<file path="src/rtl/game_sequencer.sv">
// Tic-tac-toe turn controller: owns the 9-cell board, validates cursor
// placements, checks the 8 win lines after every legal move, alternates turns
// and latches a terminal WIN or DRAW state until reset.
module game_sequencer #(
  parameter logic [1:0]  FIRST_PLAYER = 2'b01,
  parameter int unsigned ERR_CYCLES   = 4
) (
  input  logic       clk,
  input  logic       reset,
  input  logic       place,
  input  logic [3:0] curBox,
  output logic [1:0] out0,
  output logic [1:0] out1,
  output logic [1:0] out2,
  output logic [1:0] out3,
  output logic [1:0] out4,
  output logic [1:0] out5,
  output logic [1:0] out6,
  output logic [1:0] out7,
  output logic [1:0] out8,
  output logic [1:0] player,
  output logic [1:0] winner,
  output logic       gameOver,
  output logic       draw,
  output logic       illegal,
  output logic [3:0] moveCount
);

  // Any FIRST_PLAYER other than 2'b10 behaves as player 1.
  localparam logic [1:0] FirstMark = (FIRST_PLAYER == 2'b10) ? 2'b10 : 2'b01;
  localparam int unsigned ErrW = $clog2(ERR_CYCLES + 1);
  localparam logic [ErrW-1:0] ErrLoad = ErrW'(ERR_CYCLES);
  localparam logic [3:0] MaxMoves = 4'd9;

  typedef enum logic [1:0] {StPlay, StCheck, StWin, StDraw} state_e;

  state_e            state_q, state_d;
  logic [8:0][1:0]   board_q, board_d;
  logic [1:0]        player_q, player_d;
  logic [1:0]        winner_q, winner_d;
  logic              game_over_q, game_over_d;
  logic              draw_q, draw_d;
  logic              illegal_q, illegal_d;
  logic [3:0]        move_cnt_q, move_cnt_d;
  logic [ErrW-1:0]   err_cnt_q, err_cnt_d;

  logic              box_valid;
  logic              box_empty;

  // True when mark m owns any complete row, column or diagonal of b.
  function automatic logic has_line(input logic [8:0][1:0] b, input logic [1:0] m);
    logic [8:0] own;
    for (int i = 0; i < 9; i++) begin
      own[i] = (b[i] == m);
    end
    return (own[0] & own[1] & own[2]) | (own[3] & own[4] & own[5]) |
           (own[6] & own[7] & own[8]) | (own[0] & own[3] & own[6]) |
           (own[1] & own[4] & own[7]) | (own[2] & own[5] & own[8]) |
           (own[0] & own[4] & own[8]) | (own[2] & own[4] & own[6]);
  endfunction

  // Decode the cursor: in range and pointing at an empty cell.
  always_comb begin
    box_valid = (curBox <= 4'd8);
    box_empty = 1'b0;
    for (int i = 0; i < 9; i++) begin
      if (curBox == 4'(i)) begin
        box_empty = (board_q[i] == 2'b00);
      end
    end
  end

  // Next-state logic for the turn FSM, board and status outputs.
  always_comb begin
    state_d     = state_q;
    board_d     = board_q;
    player_d    = player_q;
    winner_d    = winner_q;
    game_over_d = game_over_q;
    draw_d      = draw_q;
    move_cnt_d  = move_cnt_q;
    // Rejected-move indicator times out on its own in every state.
    err_cnt_d   = (err_cnt_q != '0) ? err_cnt_q - 1'b1 : err_cnt_q;

    unique case (state_q)
      StPlay: begin
        if (place) begin
          if (box_valid && box_empty) begin
            for (int i = 0; i < 9; i++) begin
              if (curBox == 4'(i)) begin
                board_d[i] = player_q;
              end
            end
            if (move_cnt_q != MaxMoves) begin
              move_cnt_d = move_cnt_q + 4'd1;
            end
            err_cnt_d = '0;
            state_d   = StCheck;
          end else begin
            // Reload restarts the window even if already flagged.
            err_cnt_d = ErrLoad;
          end
        end
      end
      StCheck: begin
        // Only the mover can have just completed a line; a win outranks a full board.
        if (has_line(board_q, player_q)) begin
          winner_d    = player_q;
          game_over_d = 1'b1;
          player_d    = 2'b00;
          state_d     = StWin;
        end else if (move_cnt_q == MaxMoves) begin
          draw_d      = 1'b1;
          game_over_d = 1'b1;
          player_d    = 2'b00;
          state_d     = StDraw;
        end else begin
          player_d = (player_q == 2'b01) ? 2'b10 : 2'b01;
          state_d  = StPlay;
        end
      end
      StWin, StDraw: begin
        state_d = state_q;
      end
      default: begin
        state_d = StPlay;
      end
    endcase

    illegal_d = (err_cnt_d != '0);
  end

  // State and registered outputs; reset is immediate and asynchronous.
  always_ff @(posedge clk or posedge reset) begin
    if (reset) begin
      state_q     <= StPlay;
      board_q     <= '0;
      player_q    <= FirstMark;
      winner_q    <= 2'b00;
      game_over_q <= 1'b0;
      draw_q      <= 1'b0;
      illegal_q   <= 1'b0;
      move_cnt_q  <= 4'd0;
      err_cnt_q   <= '0;
    end else begin
      state_q     <= state_d;
      board_q     <= board_d;
      player_q    <= player_d;
      winner_q    <= winner_d;
      game_over_q <= game_over_d;
      draw_q      <= draw_d;
      illegal_q   <= illegal_d;
      move_cnt_q  <= move_cnt_d;
      err_cnt_q   <= err_cnt_d;
    end
  end

  assign out0      = board_q[0];
  assign out1      = board_q[1];
  assign out2      = board_q[2];
  assign out3      = board_q[3];
  assign out4      = board_q[4];
  assign out5      = board_q[5];
  assign out6      = board_q[6];
  assign out7      = board_q[7];
  assign out8      = board_q[8];
  assign player    = player_q;
  assign winner    = winner_q;
  assign gameOver  = game_over_q;
  assign draw      = draw_q;
  assign illegal   = illegal_q;
  assign moveCount = move_cnt_q;

endmodule

</file>
<file path="config.mk">
export PLATFORM = sky130hd
export DESIGN_NAME = game_sequencer
export DESIGN_NICKNAME = d
export VERILOG_FILES = /design/src/rtl/game_sequencer.sv
export SDC_FILE = /design/constraint.sdc
export NUM_CORES = 1
export LEC_CHECK = 0
export BUFFER_PORTS_ARGS = -buffer_cell sky130_fd_sc_hd__buf_2
export CORE_ASPECT_RATIO = 1.25
export CORE_MARGIN = 2
export CORE_UTILIZATION = 57
export CTS_BUF_LIST = sky130_fd_sc_hd__clkbuf_8
export DETAILED_ROUTE_END_ITERATION = 7
export PLACE_DENSITY = 0.85
export SLEW_MARGIN = 20
export SYNTH_ARGS = -nofsm -noshare
export SYNTH_HDL_FRONTEND = slang
export SYNTH_SLANG_ARGS = --single-unit
export TNS_END_PERCENT = 5
</file>
<file path="constraint.sdc">
create_clock -name clk -period 2.29 [get_ports clk]
set_clock_uncertainty 0.1 [all_clocks]
set_input_delay 0.1145 -clock clk [delete_from_list [all_inputs] [get_ports clk]]
set_output_delay 0.1145 -clock clk [all_outputs]
set_load 0.02 [all_outputs]
</file>
==> results of run 1 <==
[per-stage QoR]
step | hold slack, ns | instances | setup slack (ns) | total power (W)
3_5_place_dp | 0.2133 | 261 | 0.07743 | 0.001115
2_1_floorplan | 0.1554 | 186 | 0.1197 | 0.0009968
4_1_cts | 0.04920 | 270 | 0.1175 | 0.001570
5_1_grt | 0.07927 | 270 | 0.02106 | 0.001650
6_report | 0.05041 | 270 | 0.1140 | 0.001560
3_3_place_gp | 0.1921 | 261 | 0.1463 | 0.001088
[routing by layer]
metal  GRT usage (%)  wire length (um)  up-vias
met2           45.24              2225       78
met5               0                 0        -
met1           32.85              1892      803
met4           11.59                92        0
li1                -                 -      782
met3           5.293               272       10
[layout by cell type (no fill, tap or decap), drive strengths merged, types with 2 or more instances in the layout]
| master | netlist | layout |
|---|---|---|
| or4 | 2 | 2 |
| a211oi | 2 | 2 |
| o31ai | 2 | 2 |
| nand2 | 11 | 11 |
| o21bai | 19 | 19 |
| clkbuf | 2 | 6 |
| dfrtp | 33 | 33 |
| mux2 | 3 | 3 |
| nand4 | 3 | 3 |
| nand3b | 3 | 3 |
| nor4 | 2 | 2 |
| nor2b | 2 | 2 |
| ha | 5 | 5 |
| a21o | 5 | 5 |
| o22ai | 7 | 7 |
| nand4bb | 2 | 2 |
| xor2 | 7 | 7 |
| nor2 | 12 | 12 |
| buf | 5 | 45 |
| nor3 | 16 | 16 |
| xnor2 | 2 | 2 |
| and3 | 14 | 14 |
| inv | 7 | 8 |
| o21ai | 3 | 3 |
[cells by family after synthesis]
logic type	after synthesis	synth area share [%]
AO/OA/AOI/OAI	44	17.06
XOR/XNOR	9	4.184
AND/OR/NAND/NOR	76	24.24
buffers and inverters	14	3.453
multiplexers	4	2.523
flip-flops	34	45.22
adder cells (fa/ha/maj)	5	3.320
[worst register-to-register path: stages, from the launching register on]
cell      delay, ns
dfrtp_1        0.49
nor4_1         0.10
a21o_1         0.16
a2111o_1       0.42
o221a_1        0.37
nand2_2        0.13
mux2_4         0.30
[power by group through the flow]
stage,Combinational (W),Sequential (W),Clock [W]
6_report,0.000358,0.000741,0.000461
5_1_grt,0.000408,0.000751,0.000491
4_1_cts,0.000368,0.000742,0.000461
3_5_place_dp,0.000363,0.000752,0
3_3_place_gp,0.000340,0.000749,0
2_1_floorplan,0.000203,0.000794,0
[repair_timing]
item / in CTS / in global routing
hold buffers: 1 / 0
gates resized for setup: 0 / 1
hold endpoints to repair: 19 / 0
setup endpoints to repair: 0 / 1
[layout make-up]
cell class	count	share of cell area (%)
well taps	37	2.048
inverters	7	1.162
flip-flops and latches	34	37.69
multi-input cells	138	43.00
clock buffers	6	3.652
clock inverters	2	0.3874
repair buffers	46	12.06
[worst max-delay path by stage]
stage | start | end | depth (start not counted) | slack (ns)
finish | out4[1]$_DFFE_PP0P_ | moveCount[2]$_DFFE_PP0P_ | 6 | 0.11
CTS | player[0]$_DFFE_PP1P_ | winner[0]$_DFFE_PP0P_ | 7 | 0.12
floorplan | player[0]$_DFFE_PP1P_ | winner[0]$_DFFE_PP0P_ | 7 | 0.12
global route | player[1]$_DFFE_PP0P_ | winner[1]$_DFFE_PP0P_ | 7 | 0.02
detailed placement | curBox[0] | illegal$_DFF_PP0_ | 7 | 0.08
global placement | player[0]$_DFFE_PP1P_ | winner[1]$_DFFE_PP0P_ | 7 | 0.15
==> run_results.csv, run 1 <==
group,metric,value,unit
outcome,status,"finished clean",
power,internal_power,0.001069,W
routing,num_vias,1673,
routing,ant_nets,0,
layout,multiInputGateArea,972.2,um^2
layout,layout.nets,244,
global_route,grt_overflow,0,
die,boundaryPins,36,
yosys,ys_types,47,
yosys,synth_most_common_cell,"dfrtp_1",
yosys,synthesis.area,1884,um^2
clock_tree,path_clk_slew,0.07,ns
layout,fillCellCount,252,
die,die_y,68.29,um
placement,gp_congestion,0.8553,
clock_tree,cts_sinks,34,
worst_setup_path,critPathSlowestCell,"dfrtp_1",
worst_setup_path,r2r_slack,0.11,ns
timing,post-route-period-util,95.02,%
power,p_comb_share,23.0,%
timing,setup_tns,0,ns
yosys,ys_seq_elements,34,
clock_tree,tritoncts,"yes",
layout,antennaDiodeCount,0,
power,p_clk_share,29.5,%
global_route,grt_first_pass_wirelength,7.714,mm
timing,maxSlewHeadroom,44.29,%
worst_setup_path,crit_chain,"nor4_1 -> a21o_1 -> a2111o_1 -> o221a_1 -> nand2_2 -> mux2_4",
worst_hold_path,whs_path_depth,3,
timing,tightest_slew,0.8347,ns
worst_setup_path,path_max_fanout,8,
worst_hold_path,hold_path.class,"in -> reg",
yosys,syn_nets,198,
global_route,first_global_vias,1583,
placement,placed_area,2155,um^2
yosys,synth_ff_type,"dfrtp_1",
timing,clock.fmax,459.6,MHz
global_route,grt_max_degree,23,
clock_tree,cts_max_level,2,
routing,first_pass_iters,4,
worst_hold_path,hold-path-endpoint,"out1[1]$_DFFE_PP0P_",
yosys,yosysSeqAreaShare,45.22,%
routing,vias_per_cell,6.196,
power,power-per-cell-area,690.0,nW/um^2
worst_setup_path,max_stage_delay,0.49,ns
yosys,yosysTopAreaCellShare,43.82,%
placement,io_buffers,35,
routing,totalWireLength,4.482,mm
worst_setup_path,setup.worst_path.class,"reg -> reg",
worst_setup_path,cp.required,2.37,ns
die,start_util,58.99,%
routing,drcViolationCount,0,
yosys,synth_top_area_cell,"dfrtp_1",
die,die-area,3785,um^2
worst_setup_path,startpoint_type,"flop",
power,peakVddDrop,0.7763,mV
power,power.switching,0.0004915,W
yosys,yosys_warnings,0,
clock_tree,numCtsBuffers,5,
worst_setup_path,rr_worst_depth,6,
worst_setup_path,critPathBufInv,0,
power,switching_share,31.51,%
routing,wl_per_cell,16.60,um
global_route,grt_antenna_before_repair,0,
worst_setup_path,rr_endpoint,"moveCount[2]$_DFFE_PP0P_",
die,num_rows,23,
clock_tree,cts_setup_buffers,0,
layout,fin_area,2261,um^2
timing,hold_violations,0,
power,p_seq_share,47.5,%
power,leakagePower,1.214,nW
routing,dr.first_iter.drc_count,102,
die,core_area,3194,um^2
timing,slew_viol_final,0,
yosys,postSynthAreaPerCell,10.13,um^2
worst_setup_path,r2r-start,"out4[1]$_DFFE_PP0P_",
placement,place.detailed.hpwl,3.198,mm
layout,regArea,852.1,um^2
worst_setup_path,cp_top_family,"compound AO/OA/AOI/OAI gates",
layout,largest_reg_flops,4,
layout,post-route-util,70.78,%
timing,min_period,2.176,ns
timing,finalSetupViolCount,0,
yosys,synthTopCellsByCount,"dfrtp_1, o21bai_1, and3_1, nor3_1, nor2_1",
clock_tree,clockRootBuffer,"clkbuf_8",
clock_tree,cts_buffer_depth,2,
worst_hold_path,hold_path.startpoint,"curBox[0]",
die,fp.dieW,55.43,um
worst_setup_path,cp.arrival,2.26,ns
yosys,syn_inst,186,
yosys,ys_top_cells_by_area,"dfrtp_1, o21bai_1, and3_1, nor3_1, ha_1",
worst_setup_path,endpoint_kind,"flop",
timing,rsz0062_at_grt,"no",
layout,syn2layout_area_growth,19.99,%
run,drv_cap,0,
clock_tree,clk_latency,0.29,ns
global_route,grtUsageTotal,26.44,%
yosys,synth-async-reset-ratio,100.0,%
layout,drive_gt1_share,27.90,%
yosys,synth_edf_count,0,
No activity file was read; power rests on OpenSTA's default activity.
==> run 2: changes to the inputs <==
--- a/config.mk
+++ b/config.mk
@@ -11,7 +11,7 @@
 export CORE_UTILIZATION = 57
 export CTS_BUF_LIST = sky130_fd_sc_hd__clkbuf_8
 export DETAILED_ROUTE_END_ITERATION = 7
-export PLACE_DENSITY = 0.85
+export PLACE_DENSITY = 0.82
 export SLEW_MARGIN = 20
 export SYNTH_ARGS = -nofsm -noshare
 export SYNTH_HDL_FRONTEND = slang
==> run_results.csv, run 2 (synthesized netlist as in run 1, its figures left out) <==
group,metric,value,unit
outcome,status,"finished clean",
routing,drcViolationCount,0,
power,switching_share,31.19,%
routing,totalWireLength,4.615,mm
worst_hold_path,hold_path.class,"in -> reg",
routing,num_vias,1667,
power,p_seq_share,47.9,%
die,core_area,3194,um^2
power,power-per-cell-area,693.4,nW/um^2
power,p_comb_share,23.0,%
layout,drive_gt1_share,27.83,%
worst_setup_path,startpoint_type,"flop",
placement,placed_area,2120,um^2
die,fp.dieW,55.43,um
timing,clock.fmax,450.2,MHz
layout,multiInputGateArea,978.4,um^2
worst_setup_path,cp.arrival,2.30,ns
die,die-area,3785,um^2
routing,first_pass_iters,4,
timing,tightest_slew,0.6626,ns
clock_tree,path_clk_slew,0.07,ns
placement,place.detailed.hpwl,3.279,mm
placement,gp_congestion,0.8996,
layout,regArea,857.1,um^2
power,p_clk_share,29.1,%
placement,place_ws,0.01951,ns
power,power.switching,0.0004838,W
worst_setup_path,setup.worst_path.class,"reg -> reg",
clock_tree,tritoncts,"yes",
layout,final_common_cell,"buf_2",
run,drv_cap,0,
timing,hold_slack,0.08142,ns
layout,fillCellCount,247,
layout,finalNonFillerCells,267,
die,die_y,68.29,um
die,boundaryPins,36,
timing,post-route-period-util,96.99,%
worst_setup_path,cp.required,2.37,ns
power,internal_power,0.001067,W
worst_setup_path,path_max_fanout,24,
routing,dr.first_iter.drc_count,69,
timing,fin_ws,0.06883,ns
routing,ant_nets,0,
clock_tree,cts_buffer_depth,2,
global_route,grt_max_degree,25,
layout,syn2layout_area_growth,18.73,%
placement,io_buffers,35,
layout,post-route-util,70.04,%
layout,fin_area,2237,um^2
clock_tree,clk_latency,0.29,ns
clock_tree,numCtsBuffers,5,
die,start_util,58.99,%
timing,hold_violations,0,
placement,dp_cells,258,
power,leakagePower,1.196,nW
timing,slew_viol_final,0,
routing,vias_per_cell,6.243,
layout,antennaDiodeCount,0,
global_route,grtUsageTotal,26.39,%
die,num_rows,23,
worst_setup_path,endpoint_kind,"flop",
global_route,grt_overflow,0,
timing,min_period,2.221,ns
clock_tree,cts_sinks,34,
routing,wl_per_cell,17.28,um
clock_tree,clockRootBuffer,"clkbuf_8",
layout,layout.nets,241,
power,peakVddDrop,0.5813,mV
global_route,grt_antenna_before_repair,0,
layout,final_cell_mix,"buf_2, dfrtp_1, o21bai_1",
layout,largest_reg_flops,4,
timing,finalSetupViolCount,0,
global_route,grt_first_pass_wirelength,7.645,mm
timing,maxSlewHeadroom,55.78,%
global_route,first_global_vias,1641,
clock_tree,cts_max_level,2,
==> run 2: worst paths after layout <==
path	from	end	slack (ns)	cells after the start
setup / recovery	player[0]$_DFFE_PP1P_	winner[1]$_DFFE_PP0P_	0.07	6
hold / removal	curBox[0]	out1[1]$_DFFE_PP0P_	0.08	3
setup reg to reg	player[0]$_DFFE_PP1P_	winner[1]$_DFFE_PP0P_	0.07	6
hold reg to reg	gameOver$_DFFE_PP0P_	gameOver$_DFFE_PP0P_	0.36	1
max in group asynchronous	reset	player[0]$_DFFE_PP1P_	0.98	4
min in group asynchronous	reset	out6[0]$_DFFE_PP0P_	0.36	3
==> run 2: what timing repair did <==
item / in CTS / in global routing
setup endpoints to repair: 0 / 6
hold endpoints to repair: 16 / 0
resized for setup: 0 / 4
buffers inserted: 0 / 0
hold buffers: 1 / 0
==> run 2: power by group through the flow <==
stage | Sequential [W] | Combinational (W) | Clock [W]
after global routing | 0.000750 | 0.000406 | 0.000481
after detailed placement | 0.000751 | 0.000361 | 0
final | 0.000742 | 0.000357 | 0.000452
after floorplan | 0.000794 | 0.000203 | 0
after global placement | 0.000745 | 0.000335 | 0
after CTS | 0.000741 | 0.000364 | 0.000453
==> run 2: stage by stage <==
| stage | setup TNS, ns | power [W] |
|---|---|---|
| detailed placement | 0 | 0.001112 |
| CTS | 0 | 0.001559 |
| global route | -0.00004796 | 0.001637 |
| floorplan | 0 | 0.0009968 |
| global placement | 0 | 0.001081 |
| finish | 0 | 0.001551 |
==> run 2: final cells by class <==
class                           instances  share of cell area [%]
Timing Repair Buffer                   43                   10.63
Clock inverter                          2                  0.3915
Clock buffer                            6                   3.691
Sequential cell                        34                   38.31
Multi-Input combinational cell        138                   43.74
Tap cell                               37                   2.069
Inverter                                7                   1.174
==> run 2: metal layers <==
layer	vias to the layer above	wire, um	track usage [%]	share of wire [%]
met5	-	0	0	0
met4	0	163	17.07	3.5
met3	19	242	6.049	5.2
met2	60	2293	45.98	50
met1	811	1915	29.38	41
li1	777	-	-	-
==> run 2: critical path, cell delays in order (launching register included) <==
cell      delay (ns)
dfstp_4         0.76
and3_1          0.20
o22ai_1         0.08
a211oi_1        0.32
nor4_2          0.13
nor2_1          0.16
mux2_2          0.35
==> run 3: changes to the inputs <==
--- a/config.mk
+++ b/config.mk
@@ -6,12 +6,14 @@
 export NUM_CORES = 1
 export LEC_CHECK = 0
 export BUFFER_PORTS_ARGS = -buffer_cell sky130_fd_sc_hd__buf_2
+export CELL_PAD_IN_SITES_DETAIL_PLACEMENT = 1
+export CELL_PAD_IN_SITES_GLOBAL_PLACEMENT = 1
 export CORE_ASPECT_RATIO = 1.25
 export CORE_MARGIN = 2
-export CORE_UTILIZATION = 57
+export CORE_UTILIZATION = 44
 export CTS_BUF_LIST = sky130_fd_sc_hd__clkbuf_8
 export DETAILED_ROUTE_END_ITERATION = 7
-export PLACE_DENSITY = 0.82
+export PLACE_DENSITY_LB_ADDON = 0.1
 export SLEW_MARGIN = 20
 export SYNTH_ARGS = -nofsm -noshare
 export SYNTH_HDL_FRONTEND = slang
==> run_results.csv, run 3 (synthesized netlist as in run 1, its figures left out) <==
group,metric,value,unit
timing,slew_viol_final,0,
outcome,status,"finished with violations",
die,start_util,45.97,%
power,totalPowerFinal,0.001527,W
placement,gp_congestion,0.8058,
global_route,grt_antenna_before_repair,0,
worst_setup_path,endpoint_kind,"flop",
power,power-per-cell-area,674.1,nW/um^2
clock_tree,cts_buffer_depth,2,
timing,maxSlewHeadroom,70.57,%
die,die-area,4825,um^2
clock_tree,cts_setup_buffers,0,
routing,dr.first_iter.drc_count,73,
clock_tree,clk_latency,0.29,ns
timing,fin_ws,-0.01583,ns
worst_setup_path,max_stage_delay,0.59,ns
layout,largest_reg_flops,4,
global_route,grtUsageTotal,22.59,%
die,core_area,4099,um^2
layout,drive_gt1_share,28.02,%
timing,clock.fmax,433.7,MHz
placement,place.detailed.hpwl,3.817,mm
global_route,first_global_vias,1743,
power,leakagePower,1.203,nW
clock_tree,tritoncts,"yes",
timing,tightest_slew,0.4384,ns
timing,hold_violations,0,
layout,final_common_cell,"buf_2",
worst_hold_path,hold_path.class,"in -> reg",
layout,layout.nets,243,
global_route,grt_max_degree,35,
routing,ant_nets,0,
clock_tree,numCtsBuffers,5,
global_route,grt_first_pass_wirelength,8.480,mm
clock_tree,cts_max_level,2,
die,boundaryPins,36,
die,die_y,77.17,um
routing,drcViolationCount,0,
clock_tree,clockRootBuffer,"clkbuf_8",
timing,hold_slack,0.08527,ns
worst_setup_path,setup.worst_path.class,"reg -> reg",
worst_setup_path,startpoint_type,"flop",
placement,io_buffers,35,
layout,syn2layout_area_growth,20.19,%
timing,finalSetupViolCount,2,
outcome,violations,"negative setup slack",
clock_tree,path_clk_slew,0.07,ns
layout,fillCellCount,489,
power,peakVddDrop,0.4305,mV
timing,post-route-period-util,100.7,%
routing,num_vias,1629,
layout,final_cell_mix,"buf_2, dfrtp_1, o21bai_1",
worst_setup_path,path_max_fanout,7,
routing,totalWireLength,5.047,mm
routing,first_pass_iters,4,
worst_setup_path,critPathSlowestCell,"dfstp_2",
routing,wl_per_cell,17.52,um
worst_setup_path,cp.required,2.36,ns
run,drv_cap,0,
worst_setup_path,crit_chain,"buf_4 -> and3_1 -> o22ai_1 -> a311oi_1 -> nor4_2 -> nor2_1 -> mux2_2",
clock_tree,cts_sinks,34,
timing,rsz0062_at_grt,"yes",
timing,min_period,2.306,ns
global_route,grt_overflow,0,
worst_setup_path,cp.arrival,2.38,ns
layout,antennaDiodeCount,0,
die,fp.dieW,62.53,um
routing,vias_per_cell,5.656,
die,num_rows,26,
-- run 3: critical path, delay by kind of cell, from the launching register on --
kind / cells / cell delay, ns
buf+inv: 1 / 0.16
compound gates: 2 / 0.52
mux: 1 / 0.36
flops: 1 / 0.59
simple gates: 3 / 0.46
-- run 3: final cells by class --
| cell class | instances | area, um^2 | share of cell area, % |
|---|---|---|---|
| well taps | 56 | 70.07 | 3.094 |
| inverters | 7 | 26.28 | 1.160 |
| multi-input cells | 138 | 972.2 | 42.93 |
| flip-flops and latches | 34 | 853.3 | 37.68 |
| clock inverters | 3 | 17.52 | 0.7735 |
| clock buffers | 5 | 68.82 | 3.039 |
| repair buffers | 45 | 256.5 | 11.33 |
-- run 3: path summary, 6_finish.rpt --
path	to	from	slack, ns	depth (start not counted)
min in group asynchronous	out1[0]$_DFFE_PP0P_	reset	0.36	4
max	winner[0]$_DFFE_PP0P_	player[0]$_DFFE_PP1P_	-0.02	7
min	out2[1]$_DFFE_PP0P_	curBox[1]	0.09	3
max in group asynchronous	player[0]$_DFFE_PP1P_	reset	1.40	4
max reg2reg	winner[0]$_DFFE_PP0P_	player[0]$_DFFE_PP1P_	-0.02	7
min reg2reg	gameOver$_DFFE_PP0P_	gameOver$_DFFE_PP0P_	0.35	1
-- run 3: timing repair --
item                                    in CTS  in global routing
pin swaps                                    0                  1
endpoints found under the setup margin       2                  5
gates cloned                                 0                  0
resized for setup                            1                  2
hold endpoints to repair                    33                  0
hold buffers                                 1                  0
-- run 3: layer usage --
metal  routed length (um)  vias up  track usage (%)
li1                     -      771                -
met1                 2016      819            25.90
met2                 2761       31            41.18
met3                  174        8            4.692
met4                   95        0            8.000
met5                    0        -                0
-- run 3: per-stage QoR --
step	instances	setup slack (ns)	utilization (%)	TNS, ns	instance area (um^2)
2_1_floorplan	186	0.1197	-	0	1884
3_3_place_gp	279	0.08992	52.66	0	2158
3_5_place_dp	279	-0.08069	52.66	-0.1476	2158
4_1_cts	288	0.02100	55.04	0	2256
5_1_grt	288	-0.1207	55.25	-0.3744	2265
6_report	288	-0.01583	55.25	-0.02173	2265
-- run 3: where the power goes --
part / total (W) / leakage [nW] / switching, W / internal (W)
Combinational: 0.000358 / 0.707 / 0.000205 / 0.000153
Clock: 0.000430 / 0.0493 / 0.000221 / 0.000210
Sequential: 0.000738 / 0.447 / 0.0000612 / 0.000677
Total: 0.00153 / 1.20 / 0.000487 / 0.00104
